File: config.mk
export PLATFORM = sky130hd
export DESIGN_NAME = mem_wb_ctrl_flat
export DESIGN_NICKNAME = d
export VERILOG_FILES = /design/src/rtl/mem_wb_ctrl_pkg.sv /design/src/rtl/mem_wb_ctrl_if.sv /design/src/rtl/mem_wb_ctrl_req_timer.sv /design/src/rtl/mem_wb_ctrl.sv /design/src/flat_wrapper.sv
export SDC_FILE = /design/constraint.sdc
export NUM_CORES = 1
export LEC_CHECK = 0
export ABC_CLOCK_PERIOD_IN_PS = 2300
export BUFFER_PORTS_ARGS = -buffer_cell sky130_fd_sc_hd__buf_2
export CAP_MARGIN = 20
export CELL_PAD_IN_SITES_DETAIL_PLACEMENT = 0
export CELL_PAD_IN_SITES_GLOBAL_PLACEMENT = 1
export CORE_MARGIN = 2
export CORE_UTILIZATION = 33
export CTS_CLUSTER_DIAMETER = 120
export DETAILED_ROUTE_END_ITERATION = 8
export GPL_ROUTABILITY_DRIVEN = 0
export GPL_TIMING_DRIVEN = 0
export PLACE_DENSITY_LB_ADDON = 0.15
export SYNTH_ARGS = -nofsm -noshare
export SYNTH_HDL_FRONTEND = slang
export SYNTH_HIERARCHICAL = 1
export SYNTH_SLANG_ARGS = --single-unit
File: constraint.sdc
create_clock -name clk -period 2.3 [get_ports clk]
set_input_delay 0 -clock clk [delete_from_list [all_inputs] [get_ports clk]]
set_output_delay 0 -clock clk [all_outputs]
set_load 0.01 [all_outputs]
File: src/rtl/mem_wb_ctrl_pkg.sv
// Shared encodings for the MEM/WB sequencer: FSM states and mem_to_reg select values.
package mem_wb_pkg;

  typedef enum logic [1:0] {
    ST_IDLE = 2'd0,
    ST_REQ  = 2'd1,
    ST_WB   = 2'd2
  } state_e;

  localparam logic SEL_ALU = 1'b0;
  localparam logic SEL_MEM = 1'b1;

endpackage

File: src/rtl/mem_wb_ctrl_if.sv
// Data-memory req/ack bus between the MEM-stage controller (master) and the memory (slave).
interface mem_wb_ctrl_if #(parameter int XLEN = 32);
  logic            mem_req;
  logic            mem_we;
  logic [XLEN-1:0] mem_addr;
  logic [XLEN-1:0] mem_wdata;
  logic            mem_ack;
  logic [XLEN-1:0] mem_rdata;

  modport master (
    output mem_req, mem_we, mem_addr, mem_wdata,
    input  mem_ack, mem_rdata
  );

  modport slave (
    input  mem_req, mem_we, mem_addr, mem_wdata,
    output mem_ack, mem_rdata
  );
endinterface

File: src/rtl/mem_wb_ctrl_req_timer.sv
// Counts REQ cycles without an ack; expired flags the last cycle before the request is abandoned.
module req_timer #(
  parameter int TIMEOUT = 16
) (
  input  logic clk,
  input  logic rst,
  input  logic clr,
  input  logic en,
  output logic expired
);

  localparam logic [7:0] TC = 8'(TIMEOUT - 1);

  logic [7:0] count;

  always_ff @(posedge clk) begin
    if (rst || clr) begin
      count <= 8'd0;
    end else if (en) begin
      count <= count + 8'd1;
    end
  end

  assign expired = (count == TC);

endmodule

File: src/rtl/mem_wb_ctrl.sv
// MEM/WB stage sequencer: issues load/store requests to a variable-latency memory,
// stalls upstream while a request is outstanding and drives the register-file write port.
//
// state   | meaning
// --------+-----------------------------------------------------------
// ST_IDLE | no request outstanding; accepts ALU ops and memory ops
// ST_REQ  | mem_req held high, waiting for mem_ack or timeout
// ST_WB   | load writeback cycle; accepts a new op exactly like IDLE
module mem_wb_ctrl
  import mem_wb_pkg::*;
#(
  parameter int XLEN    = 32,
  parameter int TIMEOUT = 16
) (
  input  logic                clk,
  input  logic                rst,
  input  logic                valid_in,
  input  logic                is_load,
  input  logic                is_store,
  input  logic                reg_write_in,
  input  logic [4:0]          rd_in,
  input  logic [XLEN-1:0]     alu_result,
  input  logic [XLEN-1:0]     store_data,
  mem_wb_ctrl_if.master       mem,
  output logic                stall,
  output logic                mem_to_reg,
  output logic [XLEN-1:0]     alu_q,
  output logic [XLEN-1:0]     ld_q,
  output logic                wb_en,
  output logic [4:0]          wb_rd,
  output logic                mem_err
);

  state_e     state;
  logic [4:0] rd_q;
  logic       rw_q;
  logic       mem_op;
  logic       accept;
  logic       expired;
  logic       alu_wr;
  logic       ld_wr;

  assign mem_op = is_load | is_store;
  assign accept = (state != ST_REQ) && valid_in && mem_op;
  assign stall  = !rst && ((state == ST_REQ) || accept);
  assign alu_wr = reg_write_in && (rd_in != 5'd0);
  assign ld_wr  = rw_q && (rd_q != 5'd0);

  req_timer #(.TIMEOUT(TIMEOUT)) u_req_timer (
    .clk     (clk),
    .rst     (rst),
    .clr     (state != ST_REQ),
    .en      ((state == ST_REQ) && !mem.mem_ack),
    .expired (expired)
  );

  always_ff @(posedge clk) begin
    if (rst) begin
      state         <= ST_IDLE;
      rd_q          <= 5'd0;
      rw_q          <= 1'b0;
      mem.mem_req   <= 1'b0;
      mem.mem_we    <= 1'b0;
      mem.mem_addr  <= '0;
      mem.mem_wdata <= '0;
      mem_to_reg    <= SEL_ALU;
      alu_q         <= '0;
      ld_q          <= '0;
      wb_en         <= 1'b0;
      wb_rd         <= 5'd0;
      mem_err       <= 1'b0;
    end else begin
      wb_en   <= 1'b0;
      mem_err <= 1'b0;
      case (state)
        ST_REQ: begin
          if (mem.mem_ack) begin
            mem.mem_req <= 1'b0;
            if (!mem.mem_we) begin
              ld_q  <= mem.mem_rdata;
              wb_en <= ld_wr;
              wb_rd <= rd_q;
              if (ld_wr) mem_to_reg <= SEL_MEM;
              state <= ST_WB;
            end else begin
              state <= ST_IDLE;
            end
          end else if (expired) begin
            mem.mem_req <= 1'b0;
            mem_err     <= 1'b1;
            state       <= ST_IDLE;
          end
        end
        default: begin
          state <= ST_IDLE;
          if (valid_in && mem_op) begin
            mem.mem_req   <= 1'b1;
            mem.mem_we    <= !is_load;
            mem.mem_addr  <= alu_result;
            mem.mem_wdata <= store_data;
            rd_q          <= rd_in;
            rw_q          <= reg_write_in;
            state         <= ST_REQ;
          end else if (valid_in) begin
            // mem_to_reg only moves when a write actually happens
            wb_en <= alu_wr;
            wb_rd <= rd_in;
            alu_q <= alu_result;
            if (alu_wr) mem_to_reg <= SEL_ALU;
          end
        end
      endcase
    end
  end

endmodule

File: src/flat_wrapper.sv
// flat-port wrapper written by rule: the top's interface ports become plain ports
module mem_wb_ctrl_flat import mem_wb_pkg::*;
#(
  parameter int XLEN    = 32,
  parameter int TIMEOUT = 16
)
  (clk, rst, valid_in, is_load, is_store, reg_write_in, rd_in, alu_result, store_data, stall, mem_to_reg, alu_q, ld_q, wb_en, wb_rd, mem_err, mem_mem_req, mem_mem_we, mem_mem_addr, mem_mem_wdata, mem_mem_ack, mem_mem_rdata);
  mem_wb_ctrl_if #(.XLEN(XLEN)) mem_i ();
  input  logic clk;
  input  logic rst;
  input  logic valid_in;
  input  logic is_load;
  input  logic is_store;
  input  logic reg_write_in;
  input  logic [4:0] rd_in;
  input  logic [XLEN-1:0] alu_result;
  input  logic [XLEN-1:0] store_data;
  output logic stall;
  output logic mem_to_reg;
  output logic [XLEN-1:0] alu_q;
  output logic [XLEN-1:0] ld_q;
  output logic wb_en;
  output logic [4:0] wb_rd;
  output logic mem_err;
  output wire logic [$bits(mem_i.mem_req)-1:0] mem_mem_req;
  output wire logic [$bits(mem_i.mem_we)-1:0] mem_mem_we;
  output wire logic [$bits(mem_i.mem_addr)-1:0] mem_mem_addr;
  output wire logic [$bits(mem_i.mem_wdata)-1:0] mem_mem_wdata;
  input wire logic [$bits(mem_i.mem_ack)-1:0] mem_mem_ack;
  input wire logic [$bits(mem_i.mem_rdata)-1:0] mem_mem_rdata;
  assign mem_mem_req = mem_i.mem_req;
  assign mem_mem_we = mem_i.mem_we;
  assign mem_mem_addr = mem_i.mem_addr;
  assign mem_mem_wdata = mem_i.mem_wdata;
  assign mem_i.mem_ack = mem_mem_ack;
  assign mem_i.mem_rdata = mem_mem_rdata;
  mem_wb_ctrl #(.XLEN(XLEN), .TIMEOUT(TIMEOUT)) u_core (.clk(clk), .rst(rst), .valid_in(valid_in), .is_load(is_load), .is_store(is_store), .reg_write_in(reg_write_in), .rd_in(rd_in), .alu_result(alu_result), .store_data(store_data), .mem(mem_i), .stall(stall), .mem_to_reg(mem_to_reg), .alu_q(alu_q), .ld_q(ld_q), .wb_en(wb_en), .wb_rd(wb_rd), .mem_err(mem_err));
endmodule
==> reports/metrics.cfg <==
[power_and_ir_drop]
p_sw_frac=0.249
p_clk_frac=0.420
p_switching_w=0.00158
p_comb_frac=0.130
pwr-share-seq=0.450
max-vdd-ir-drop_uv=465
powerDensity_nw_per_um2=730
internal_power_w=0.00475
cellLeakagePower_nw=3.88

[clock_tree]
cts_buffers=17
cts_tree=yes
clock_sinks=154
cts_setup_buffers=0
clk_pin_slew_ns=0.06
clock_latency_ns=0.42
htree_levels=4
clockBufferDepth=2
clock-root-buffer=clkbuf_16

[detailed_routing]
firstDrtPassIters=6
routed_wl_um=17900
num_vias=5701
drt.antenna.violating_nets=0
avgViaCountPerCell=4.44
drc=0
avgRoutedWirePerCell_um=14.0
first_iter_violations=169

[setup_path]
required_ns=2.65
worstSetupEndpointType=flip-flop
cp.arrival_ns=2.11
path_max_fanout=10
start_kind=flip-flop
path_class=flip-flop to flip-flop

[cells_and_area]
drive_gt1_frac=0.294
design_area_um2=8670
fin_cells=1283
antenna_cells=0
area_growth_pct=56.3
nets=1159

[sta]
worst_slew_pin_slew_ns=0.680
relSlewSlack=0.547
period_share=0.767
fmax_mhz=567
finalHoldViolations=0
finalSetupViolations=0
clock_skew_ns=0.00529
fin_setup_tns_ns=0
rsz0062_at_grt=no
fin_crit_ns=1.76
whs_ns=0.0542
drv_slew=0

[logic_synthesis]
syn_nets=789
synthMuxAreaShare=0.0108
synthTopCellsByCount=nand2_1 (271), dfxtp_1 (154), a21oi_1 (141), clkbuf_1 (20), buf_2 (15)
synth_edf_count=0
synth_area_um2=5550
synth_most_common_cell=nand2_1
async_flop_share=0
seq_area_frac_synth=0.555
synth.top_cells.by_area=dfxtp_1 (56%), nand2_1 (18%), a21oi_1 (13%)
ys_seq_elements=154
syn_inst=680
synth_top_family_by_area=simple AND/OR/NAND/NOR gates
synth_top_area_frac=0.555
ys_types=36
yosys.area_share.adder=0.00225
synth_compound_area_frac=0.142
yosys_warnings=6
yosys.area_share.simple=0.231
syn-mean-instance-area_um2=8.16
synth_xor_area_frac=0.00631
yosysTopAreaCell=dfxtp_1
synth_flop_cell=dfxtp_1

[floorplanning]
row_count=47
die_x_um=134
die_area_um2=17900
start_util=0.336
fp.dieH_um=134
core_um2=16500
io_pins=247

[placed_design]
portBuffers=246
dp_cells=1146
hpwlAfterDp_um=12600
place_area_um2=7060

[grt]
grt_pass1_wl_um=28100
track_usage=0.198
first_global_vias=5520
antenna_found_initial=0
grt_max_degree=17
grt.overflow.total=0

[outcome]
status=completed

[min_path]
worstHoldPathType=input port to flip-flop

[flow_run]
max-cap-violations=0

[critical path, cell delays in order (launching register included)]
cell and delay [ns]:
dfxtp_1 0.32, nor2b_4 0.16, inv_2 0.07, buf_2 0.20
nor2_1 0.10, buf_2 0.18, nand4_2 0.15, or3_1 0.38
a21oi_1 0.14
[placed cells by master, fill, tap and decap left out, types with 2 or more instances in the layout]
| cell type | n |
|---|---|
| a211oi_1 | 6 |
| a21oi_1 | 141 |
| buf_2 | 261 |
| buf_4 | 3 |
| buf_6 | 10 |
| clkbuf_1 | 21 |
| clkbuf_16 | 17 |
| clkbuf_8 | 3 |
| clkinv_2 | 4 |
| clkinvlp_4 | 5 |
| dfxtp_1 | 154 |
| dlygate4sd3_1 | 105 |
| mux2i_1 | 6 |
| nand2_1 | 271 |
| nand3_1 | 3 |
| nand4_1 | 2 |
| nor2_1 | 11 |
| nor3_1 | 6 |
| o21ai_0 | 4 |
| or3_1 | 4 |
| or4_1 | 2 |
| xor2_1 | 3 |
[cell families after synthesis]
kind of cell | count (synthesis)
mux | 6
flops | 154
simple gates | 313
compound gates | 153
buf+inv | 49
xor+xnor | 4
fa+ha+maj | 1
[through the flow]
step            util  setup slack, ns  total power, W
2_1_floorplan      -            0.707         0.00326
3_3_place_gp   0.427            0.545         0.00359
3_5_place_dp   0.427            0.538         0.00359
4_1_cts        0.525            0.533         0.00641
5_1_grt        0.525            0.391         0.00661
6_report       0.525            0.536         0.00633
[power by group through the flow]
stage	clock (W)	combinational (W)	sequential (W)
after floorplan	0	0.000304	0.00296
after global placement	0	0.000689	0.00290
after detailed placement	0	0.000688	0.00290
after CTS	0.00274	0.000830	0.00285
after global routing	0.00284	0.000909	0.00286
final	0.00266	0.000824	0.00285
[layer usage]
metal	global-route usage	vias to the layer above	routed length, um
met4	0.0632	0	286
met5	0	-	0
met1	0.248	2514	8120
met3	0.0605	21	1280
met2	0.327	199	8230
li1	-	2967	-
[final timing paths]
kind	from	end	slack, ns	cells past startpoint
worst max-delay path	u_core/state[0]$_SDFFE_PP0P_	u_core/u_req_timer/count[5]$_SDFFE_PP0P_	0.54	8
worst min-delay path	is_store	u_core/wb_en$_SDFF_PP0_	0.05	4
worst max register to register	u_core/state[0]$_SDFFE_PP0P_	u_core/u_req_timer/count[5]$_SDFFE_PP0P_	0.54	8
worst min register to register	u_core/alu_q[26]$_SDFFE_PP0P_	u_core/alu_q[26]$_SDFFE_PP0P_	0.45	2
[cell type report]
class	count	area, um2
timing repair buffer	351	2280
sequential	154	3080
fill	1635	7850
tap	220	275
clock inverter	11	96.3
clock buffer	21	470
multi-input combinational	477	2180
buffer	48	285
inverter	1	3.75
[timing repair]
action / CTS / global route
endpoints found under the hold margin: 145 / 0
gates resized for setup: 0 / 0
hold buffers: 105 / 0
(Power assumes the default switching activity.)
